$ cat src/rtl/piso_shiftreg.sv
// Parallel-in / serial-out transmitter. It shifts a WIDTH-bit word out LSB
// first. A word can be loaded on the last bit of the current frame, so
// back-to-back frames have no idle cycle between them.
module piso_shiftreg #(
    parameter int WIDTH = 8
) (
    input  logic             clk,
    input  logic             rst,
    input  logic [WIDTH-1:0] pi,
    input  logic             in_valid,
    output logic             in_ready,
    output logic             so,
    output logic             so_valid,
    output logic             done,
    output logic             busy
);

    // Handshake: a word transfers on a rising edge where in_valid and
    // in_ready are both 1. in_ready depends only on state and counter. It
    // never depends on in_valid. While in_ready is 0 the sender holds
    // in_valid and pi steady, and pi is not sampled.

    localparam int CW = $clog2(WIDTH);
    localparam logic [CW-1:0] LAST = CW'(WIDTH - 1);

    typedef enum logic {
        IDLE  = 1'b0,
        SHIFT = 1'b1
    } state_t;

    state_t           state;
    logic [WIDTH-1:0] sr;
    logic [CW-1:0]    cnt;
    logic             last_bit;
    logic             xfer;

    // The last bit of the frame is on so when the counter reaches WIDTH-1.
    assign last_bit = (state == SHIFT) && (cnt == LAST);
    assign xfer     = in_valid && in_ready;

    // The block can accept a word when idle, or on the final bit of a frame.
    always_comb begin
        in_ready = (state == IDLE) || last_bit;
        so       = (state == SHIFT) && sr[0];
        so_valid = (state == SHIFT);
        busy     = (state == SHIFT);
        done     = last_bit;
    end

    // State, shift register and bit counter. Reset wins over a transfer.
    always_ff @(posedge clk) begin
        if (rst) begin
            state <= IDLE;
            sr    <= '0;
            cnt   <= '0;
        end else if (xfer) begin
            state <= SHIFT;
            sr    <= pi;
            cnt   <= '0;
        end else if (state == SHIFT) begin
            sr <= {1'b0, sr[WIDTH-1:1]};
            if (last_bit) begin
                state <= IDLE;
                cnt   <= '0;
            end else begin
                cnt <= cnt + CW'(1);
            end
        end
    end

endmodule

$ cat config.mk
export PLATFORM = sky130hd
export DESIGN_NAME = piso_shiftreg
export DESIGN_NICKNAME = d
export VERILOG_FILES = /design/src/rtl/piso_shiftreg.sv
export SDC_FILE = /design/constraint.sdc
export NUM_CORES = 1
export LEC_CHECK = 0
export CORE_UTILIZATION = 36
export DETAILED_ROUTE_END_ITERATION = 6
export SLEW_MARGIN = 10
export SYNTH_ARGS = -nofsm -noshare
export SYNTH_HDL_FRONTEND = slang
export SYNTH_SLANG_ARGS = --single-unit
export TNS_END_PERCENT = 5
$ cat constraint.sdc
create_clock -name clk -period 1.4 [get_ports clk]
set_input_delay 0.21 -clock clk [delete_from_list [all_inputs] [get_ports clk]]
set_output_delay 0.21 -clock clk [all_outputs]
set_load 0.02 [all_outputs]
==> results.py, run 1 <==
metrics = {
    "floorplanning": {
        "rows": 14,
        "die_w_um": 42.5,
        "core_area_mm2": 0.00152,
        "pin_count": 16,
        "initial_utilization_pct": 38.7,
        "dieArea_mm2": 0.00180,
        "die_y_um": 42.5,
    },
    "pwr": {
        "switching_share_pct": 27.6,
        "power_leakage_nw": 0.341,
        "power.density_mw_per_mm2": 880,
        "pwr-share-clk_pct": 26.1,
        "switching_power_mw": 0.217,
        "power_mw": 0.787,
        "ir_worst_vdd_v": 0.000603,
        "seqPwrFrac_pct": 49.0,
        "p_comb_share_pct": 24.9,
        "internal_power_mw": 0.570,
    },
    "worst_setup_path": {
        "ff2ff_setup_slack_ns": -0.12,
        "path_class": "register to output port",
        "worst-path-max-fanout": 2,
        "crit-reg2reg-capture": "sr[0]$_SDFFE_PP0P_",
        "cp.arrival_ns": 1.32,
        "worstReg2RegStart": "cnt[1]$_SDFFE_PP0P_",
        "cp.required_ns": 1.19,
        "crit_path_start": "cnt[1]$_SDFFE_PP0P_",
        "start_kind": "register",
        "reg2regPathDepth": 7,
        "end_kind": "output port",
        "crit_end": "in_ready",
    },
    "clock_tree": {
        "cts_tree": "done",
        "clock_latency_ns": 0.27,
        "cts_sinks": 12,
        "path_clk_slew_ns": 0.07,
        "htree_levels": 1,
        "post_cts_buffers": 0,
        "clock_path_buffers": 2,
        "cts_root_buf": "clkbuf_4",
        "numCtsBuffers": 3,
    },
    "detailed_routing": {
        "via_per_inst": 5.42,
        "drtPass1Iterations": 2,
        "avgRoutedWirePerCell_um": 14.3,
        "wirelength_um": 1450,
        "detail-route-antenna-nets": 0,
        "drtIter0Drc": 7,
        "route.vias.total": 547,
        "drcViolationCount": 0,
    },
    "finish": {
        "fill_cells": 136,
        "final_common_cell": "nor2_1",
        "nets": 100,
        "final_cells": 101,
        "final_cell_mix": "nor2_1, clkdlybuf4s50_1, dfxtp_1",
        "drive_above_1_share_pct": 41.2,
        "diodes": 0,
        "area_growth_pct": 51.8,
    },
    "global_route": {
        "grt_pass1_wl_um": 2390,
        "groute.usage.overall_pct": 17.7,
        "antenna_found_initial": 0,
        "grt_max_degree": 15,
        "grt_pass1_vias": 540,
        "overflow": 0,
    },
    "sta": {
        "tightest_slew_ns": 0.558,
        "timing.fmax_mhz": 655,
        "final-hold-violation-count": 0,
        "worst_clock_skew_ns": 0.00589,
        "period_share_pct": 109,
        "final.setup.worst_slack_ns": -0.126,
        "fin_crit_ns": 1.53,
        "maxSlewHeadroom_pct": 62.7,
        "finalSetupTns_ns": -0.477,
        "setup_viol_count_final": 10,
        "rsz0062_at_grt": "yes",
        "slew_viol_final": 0,
        "hold_ws_ns": 0.506,
    },
    "logic_synthesis": {
        "syn-num-nets": 77,
        "ys_types": 19,
        "ys_seq_elements": 12,
        "seq_area_frac_synth_pct": 40.8,
        "yosysWarnings": 0,
        "synth_cells": 64,
        "syn_area_um2": 589,
        "synth_area_per_cell_um2": 9.21,
    },
    "outcome": {
        "failed_checks": "setup timing",
        "status": "finished with violations",
    },
    "placed_design": {
        "dp_hpwl_um": 864,
        "placed_cells": 98,
        "pre_cts_slack_ns": -0.296,
        "io_buffers": 15,
        "place_congestion": 0.745,
    },
    "hold_path": {
        "hold_path_startpoint": "sr[2]$_SDFFE_PP0P_",
        "min_path_type": "register to register",
    },
    "run": {
        "cap_violations": 0,
    },
}
## registers in the layout, indices dropped and copies added, names as in the netlist
name,flops
busy,1
sr,8
cnt,3
## final cells by class
type	instances	area, um2	share of cell area [%]
tap	16	20.0	2.24
inverter	1	6.26	0.699
sequential	12	244	27.3
multi-input combinational	45	378	42.2
clock buffer	3	22.5	2.52
timing repair buffer	24	224	25.0
## power by group through the flow
stage / registers [mW] / logic (mW) / clock network (mW)
5_1_grt: 0.389 / 0.212 / 0.230
4_1_cts: 0.384 / 0.181 / 0.212
2_1_floorplan: 0.389 / 0.0996 / 0
6_report: 0.386 / 0.196 / 0.205
3_3_place_gp: 0.388 / 0.172 / 0
3_5_place_dp: 0.389 / 0.173 / 0
## how the worst min path moves through the flow
stage	to	slack, ns	depth (start not counted)
after global routing	sr[2]$_SDFFE_PP0P_	0.53	2
after floorplan	sr[5]$_SDFFE_PP0P_	0.29	1
after detailed placement	sr[2]$_SDFFE_PP0P_	0.48	2
final	sr[2]$_SDFFE_PP0P_	0.51	2
after CTS	sr[0]$_SDFFE_PP0P_	0.51	2
after global placement	sr[0]$_SDFFE_PP0P_	0.48	2
## cells by family (layout without fill, tap and decap cells)
group,count (synthesis),count (layout),share of synthesized area [%]
buf+inv,7,28,8.28
simple gates,31,31,30.4
compound gates,10,10,13.0
flops,12,12,40.8
mux,2,2,3.40
fa+ha+maj,2,2,4.25
## synth_stat cells (all sizes together)
library cell | n | area (um2)
buf | 3 | 23.8
and2b | 1 | 10.0
inv | 1 | 3.75
and2 | 2 | 15.0
nor2 | 13 | 51.3
clkbuf | 3 | 21.3
a22oi | 1 | 7.51
nor4 | 7 | 43.8
dfxtp | 12 | 240
nor3b | 7 | 52.6
ha | 2 | 25.0
or2 | 1 | 6.26
a211oi | 8 | 60.1
a32oi | 1 | 8.76
mux2i | 2 | 20.0
## metrics by stage
step / cell area, um2 / util, %
after floorplan: 597 / -
after global placement: 790 / 51.8
after detailed placement: 790 / 51.8
after CTS: 840 / 55.1
after global routing: 895 / 58.7
final: 895 / 58.7
## worst max-delay path, stage by stage (launching register included)
cell and delay, ns:
dfxtp_2 0.34, ha_4 0.16, ha_4 0.14, and2b_4 0.26, inv_4 0.04, buf_6 0.12
## what timing repair did
item / in CTS / in global routing
gates resized for setup: 18 / 15
setup endpoints to repair: 15 / 13
pin swaps: 7 / 7
hold buffers: 0 / 0
## metal layers
metal	track usage, %	routed length (um)
met4	9.38	18
met1	22.5	681
met2	27.7	676
met5	0	0
met3	3.88	73
(Power assumes the default switching activity.)
==> run 2, diff against run 1 <==
Clock period 1.4 ns to 1.8 ns, I/O delays scaled along.
==> run 2 against run 1 <==
  * The run now ends clean
  * Combinational power decreased by 41%
  * Sequential power is 23% lower
  * Design area fell by 14%
  * Via count down 4.6%
  * Worst setup slack better by 0.23 ns
  * Critical path depth fell by 1
  * Routed wire length shrank 19%
  * First-iteration DRC count did not move
  * Non-clock buffer count down 6
  * Utilization decreased by 8.2 points
  * Register-to-register slack better by 0.32 ns
  * Clock power increased by 5%
  * Largest power group unchanged
==> results.py, run 2 (same netlist as run 1, synthesis figures left out) <==
metrics = {
    "finish": {
        "nets": 94,
        "area_growth_pct": 30.6,
        "largest_register": "sr",
        "final_util_pct": 50.5,
        "final_common_cell": "clkdlybuf4s50_1",
        "largest_reg_flops": 8,
        "diodes": 0,
        "drive_above_1_share_pct": 18.8,
        "final_cell_mix": "clkdlybuf4s50_1, nor2_1, dfxtp_1",
    },
    "worst_setup_path": {
        "crit_path_frequent_cell": "ha_1",
        "critical-path-slowest-cell": "dfxtp_1",
        "cp.arrival_ns": 1.43,
        "max_stage_delay_ns": 0.33,
        "end_kind": "output port",
        "start_kind": "register",
        "worst-path-max-fanout": 2,
        "worstReg2RegStart": "cnt[0]$_SDFFE_PP0P_",
        "path_class": "register to output port",
        "cp.required_ns": 1.53,
        "crit_path_start": "cnt[0]$_SDFFE_PP0P_",
        "crit_chain": "ha_1, ha_1, and2_2, clkdlybuf4s15_1",
    },
    "floorplanning": {
        "core_area_mm2": 0.00152,
        "dieArea_mm2": 0.00180,
        "die_w_um": 42.5,
        "pin_count": 16,
        "rows": 14,
        "initial_utilization_pct": 38.7,
        "die_y_um": 42.5,
    },
    "pwr": {
        "power.density_mw_per_mm2": 815,
        "power_leakage_nw": 0.297,
        "ir_worst_vdd_v": 0.000436,
    },
    "clock_tree": {
        "htree_levels": 1,
        "cts_sinks": 12,
        "cts_tree": "done",
        "clock_path_buffers": 2,
        "numCtsBuffers": 3,
        "cts_root_buf": "clkbuf_4",
        "clock_latency_ns": 0.27,
        "path_clk_slew_ns": 0.08,
    },
    "sta": {
        "maxSlewHeadroom_pct": 71.2,
        "timing.fmax_mhz": 588,
        "fin_crit_ns": 1.70,
        "tightest_slew_ns": 0.430,
        "slew_viol_final": 0,
        "final-hold-violation-count": 0,
        "final.setup.worst_slack_ns": 0.100,
        "rsz0062_at_grt": "no",
        "period_share_pct": 94.4,
        "setup_viol_count_final": 0,
        "worst_clock_skew_ns": 0.00274,
    },
    "detailed_routing": {
        "drtPass1Iterations": 4,
        "avgRoutedWirePerCell_um": 12.2,
        "via_per_inst": 5.44,
        "route.vias.total": 522,
        "drtIter0Drc": 7,
        "drcViolationCount": 0,
        "wirelength_um": 1170,
        "detail-route-antenna-nets": 0,
    },
    "global_route": {
        "antenna_found_initial": 0,
        "groute.usage.overall_pct": 15.4,
        "grt_pass1_wl_um": 2040,
        "overflow": 0,
        "grt_pass1_vias": 467,
        "grt_max_degree": 18,
    },
    "placed_design": {
        "io_buffers": 15,
        "dp_hpwl_um": 779,
        "place_congestion": 0.659,
        "pre_cts_slack_ns": 0.0425,
    },
    "hold_path": {
        "hold_path_startpoint": "sr[2]$_SDFFE_PP0P_",
        "min_path_type": "register to register",
    },
    "outcome": {
        "status": "completed",
    },
    "run": {
        "cap_violations": 0,
    },
}
## run 2: metrics by stage
| stage | hold WS, ns | setup TNS, ns | power, mW | instance area [um2] | cells |
|---|---|---|---|---|---|
| after floorplan | 0.348 | 0 | 0.377 | 589 | 64 |
| after global placement | 0.481 | 0 | 0.421 | 737 | 92 |
| after detailed placement | 0.485 | 0 | 0.421 | 737 | 92 |
| after CTS | 0.501 | -0.0234 | 0.640 | 773 | 96 |
| after global routing | 0.523 | 0 | 0.664 | 769 | 96 |
| final | 0.501 | 0 | 0.627 | 769 | 96 |
## run 2: worst max-delay path: cells and delay by family (launching register included)
kind / cells / cell delay, ns
fa+ha+maj: 2 / 0.37
buf+inv: 1 / 0.27
flops: 1 / 0.33
simple gates: 1 / 0.18
## run 2: timing repair
item                                    4_1_cts  5_1_grt
cloned                                        0        0
buffers inserted                              0        0
endpoints found under the setup margin        3        2
hold buffers                                  0        0
resized for setup                             4        2
## run 2: report_power, final
group / total, mW / internal (mW) / switching, mW / leakage (nW)
sequential: 0.297 / 0.285 / 0.0124 / 0.0992
clock: 0.215 / 0.123 / 0.0917 / 0.0210
combinational: 0.116 / 0.0612 / 0.0543 / 0.176
total: 0.627 / 0.469 / 0.158 / 0.297
## run 2: layout make-up
cell class | instances | area [um2]
Timing Repair Buffer | 18 | 168
Multi-Input combinational cell | 45 | 300
Inverter | 1 | 3.75
Clock buffer | 4 | 36.3
Sequential cell | 12 | 241
Fill cell | 156 | 754
Tap cell | 16 | 20.0
## run 2: per-layer routing
metal / wire (um) / share of wire (%) / up-vias / GRT usage [%]
met2: 508 / 43 / 17 / 20.3
met5: 0 / 0 / - / 0
li1: - / - / 266 / -
met1: 584 / 50 / 237 / 21.0
met3: 69 / 5.9 / 2 / 4.31
met4: 10 / 0.85 / 0 / 11.3
## run 2: path summary, 6_finish.rpt
| kind | endpoint | slack [ns] | depth (start not counted) |
|---|---|---|---|
| max reg2reg | sr[5]$_SDFFE_PP0P_ | 0.20 | 7 |
| min | sr[2]$_SDFFE_PP0P_ | 0.50 | 2 |
| max | done | 0.10 | 4 |
| min reg2reg | sr[2]$_SDFFE_PP0P_ | 0.50 | 2 |
==> run 3, diff against run 2 <==
Settings changed: DONT_BUFFER_PORTS from default to 1.
==> run 3 against run 2 <==
  * Worst hold slack lost 0.45 ns
  * Combinational power shrank 34%
  * Design area shrank 20%
  * Flip-flop and latch count is the same
  * Global-route usage shrank 0.76 points
  * Count of clock-buffer cells in the layout is the same
==> results.py, run 3 (same netlist as run 1, synthesis figures left out) <==
metrics = {
    "clock_tree": {
        "path_clk_slew_ns": 0.08,
        "cts_tree": "done",
        "cts_hold_buf": 0,
        "htree_levels": 1,
        "post_cts_buffers": 0,
        "cts-resized-gates": 0,
        "numCtsBuffers": 3,
        "cts_root_buf": "clkbuf_4",
        "clock_latency_ns": 0.27,
        "cts_sinks": 12,
        "clock_path_buffers": 2,
    },
    "global_route": {
        "groute.usage.overall_pct": 14.6,
        "grt_pass1_vias": 450,
        "grt_max_degree": 20,
        "overflow": 0,
        "grt_pass1_wl_um": 1910,
        "antenna_found_initial": 0,
    },
    "sta": {
        "setup_viol_count_final": 0,
        "maxSlewHeadroom_pct": 73.4,
        "finalSetupTns_ns": 0,
        "fin_crit_ns": 1.62,
        "rsz0062_at_grt": "no",
        "slew_viol_final": 0,
        "final-hold-violation-count": 0,
        "period_share_pct": 90.0,
        "tightest_slew_ns": 0.398,
        "worst_clock_skew_ns": 0.000872,
        "final.setup.worst_slack_ns": 0.180,
        "timing.fmax_mhz": 617,
    },
    "worst_setup_path": {
        "ff2ff_setup_slack_ns": 0.24,
        "end_kind": "output port",
        "worst-path-max-fanout": 10,
        "cp.required_ns": 1.53,
        "crit_path_frequent_cell": "ha_1",
        "worst-path-buf-inv": 1,
        "critical-path-slowest-cell": "dfxtp_1",
        "start_kind": "register",
        "crit_chain": "ha_1, ha_1, and2b_4, inv_2",
        "path_class": "register to output port",
        "cp.arrival_ns": 1.35,
        "cpLargestDelayFamily": "adder cells",
        "max_stage_delay_ns": 0.33,
    },
    "finish": {
        "largest_reg_flops": 8,
        "fin_area_um2": 616,
        "nets": 78,
        "final_util_pct": 40.4,
        "diodes": 0,
        "area_growth_pct": 4.46,
        "largest_register": "sr",
        "drive_above_1_share_pct": 18.8,
        "final_cell_mix": "nor2_1, dfxtp_1, a211oi_1",
        "final_cells": 80,
    },
    "floorplanning": {
        "initial_utilization_pct": 38.7,
        "die_w_um": 42.5,
        "core_area_mm2": 0.00152,
        "rows": 14,
        "die_y_um": 42.5,
        "pin_count": 16,
        "dieArea_mm2": 0.00180,
    },
    "detailed_routing": {
        "top_layer": "met4",
        "met2_length_um": 494,
        "wirelength_um": 1170,
        "detail-route-antenna-nets": 0,
        "wl_met3_um": 74,
        "route.vias.total": 463,
        "drt-met1-wl_um": 570,
        "drcViolationCount": 0,
        "avgRoutedWirePerCell_um": 14.7,
        "drtPass1Iterations": 2,
        "via_per_inst": 5.79,
        "drtIter0Drc": 6,
    },
    "placed_design": {
        "pre_cts_slack_ns": 0.242,
        "io_buffers": 0,
        "dp_hpwl_um": 802,
        "place_congestion": 0.608,
        "placed_cells": 76,
        "placed_area_um2": 579,
    },
    "run": {
        "cap_violations": 0,
    },
    "hold_path": {
        "min_path_type": "primary input to register",
    },
    "outcome": {
        "status": "completed",
    },
    "pwr": {
        "power.density_mw_per_mm2": 959,
        "power_leakage_nw": 0.233,
        "ir_worst_vdd_v": 0.000355,
    },
}
-- run 3: cell count changes in the layout (fill, tap and decap cells not counted) --
cell,before,now
clkdlybuf4s50_1,13,0
buf_4,3,2
clkbuf_2,1,0
clkdlybuf4s15_1,1,0
dfxtp_1,11,12
dfxtp_2,1,0
-- run 3: cell type report --
cell class                 count  area, um2
clock buffer                   4       36.3
fill                         166        908
inverter                       1       3.75
multi-input combinational     45        300
sequential                    12        240
tap                           16       20.0
timing repair buffer           2       15.0
-- run 3: final timing paths --
kind	start	end	cells past startpoint
max	cnt[0]$_SDFFE_PP0P_	in_ready	4
min	rst	sr[7]$_SDFFE_PP0P_	1
max reg2reg	cnt[0]$_SDFFE_PP0P_	sr[3]$_SDFFE_PP0P_	6
min reg2reg	sr[7]$_SDFFE_PP0P_	sr[7]$_SDFFE_PP0P_	2
-- run 3: metal layers --
layer  up-vias  track usage [%]
li1        231                -
met1       212             17.8
met2        16             21.8
met3         4             3.45
met4         0             11.3
met5         -                0
-- run 3: power breakdown --
part,internal [mW],switching [mW],total [mW]
logic,0.0340,0.0421,0.0761
registers,0.285,0.0116,0.296
clock network,0.123,0.0954,0.218
-- run 3: through the flow --
| stage | total power, mW | hold WS [ns] |
|---|---|---|
| after floorplan | 0.377 | 0.348 |
| after global placement | 0.378 | 0.344 |
| after detailed placement | 0.379 | 0.345 |
| after CTS | 0.598 | 0.0458 |
| after global routing | 0.616 | 0.0394 |
| final | 0.591 | 0.0530 |
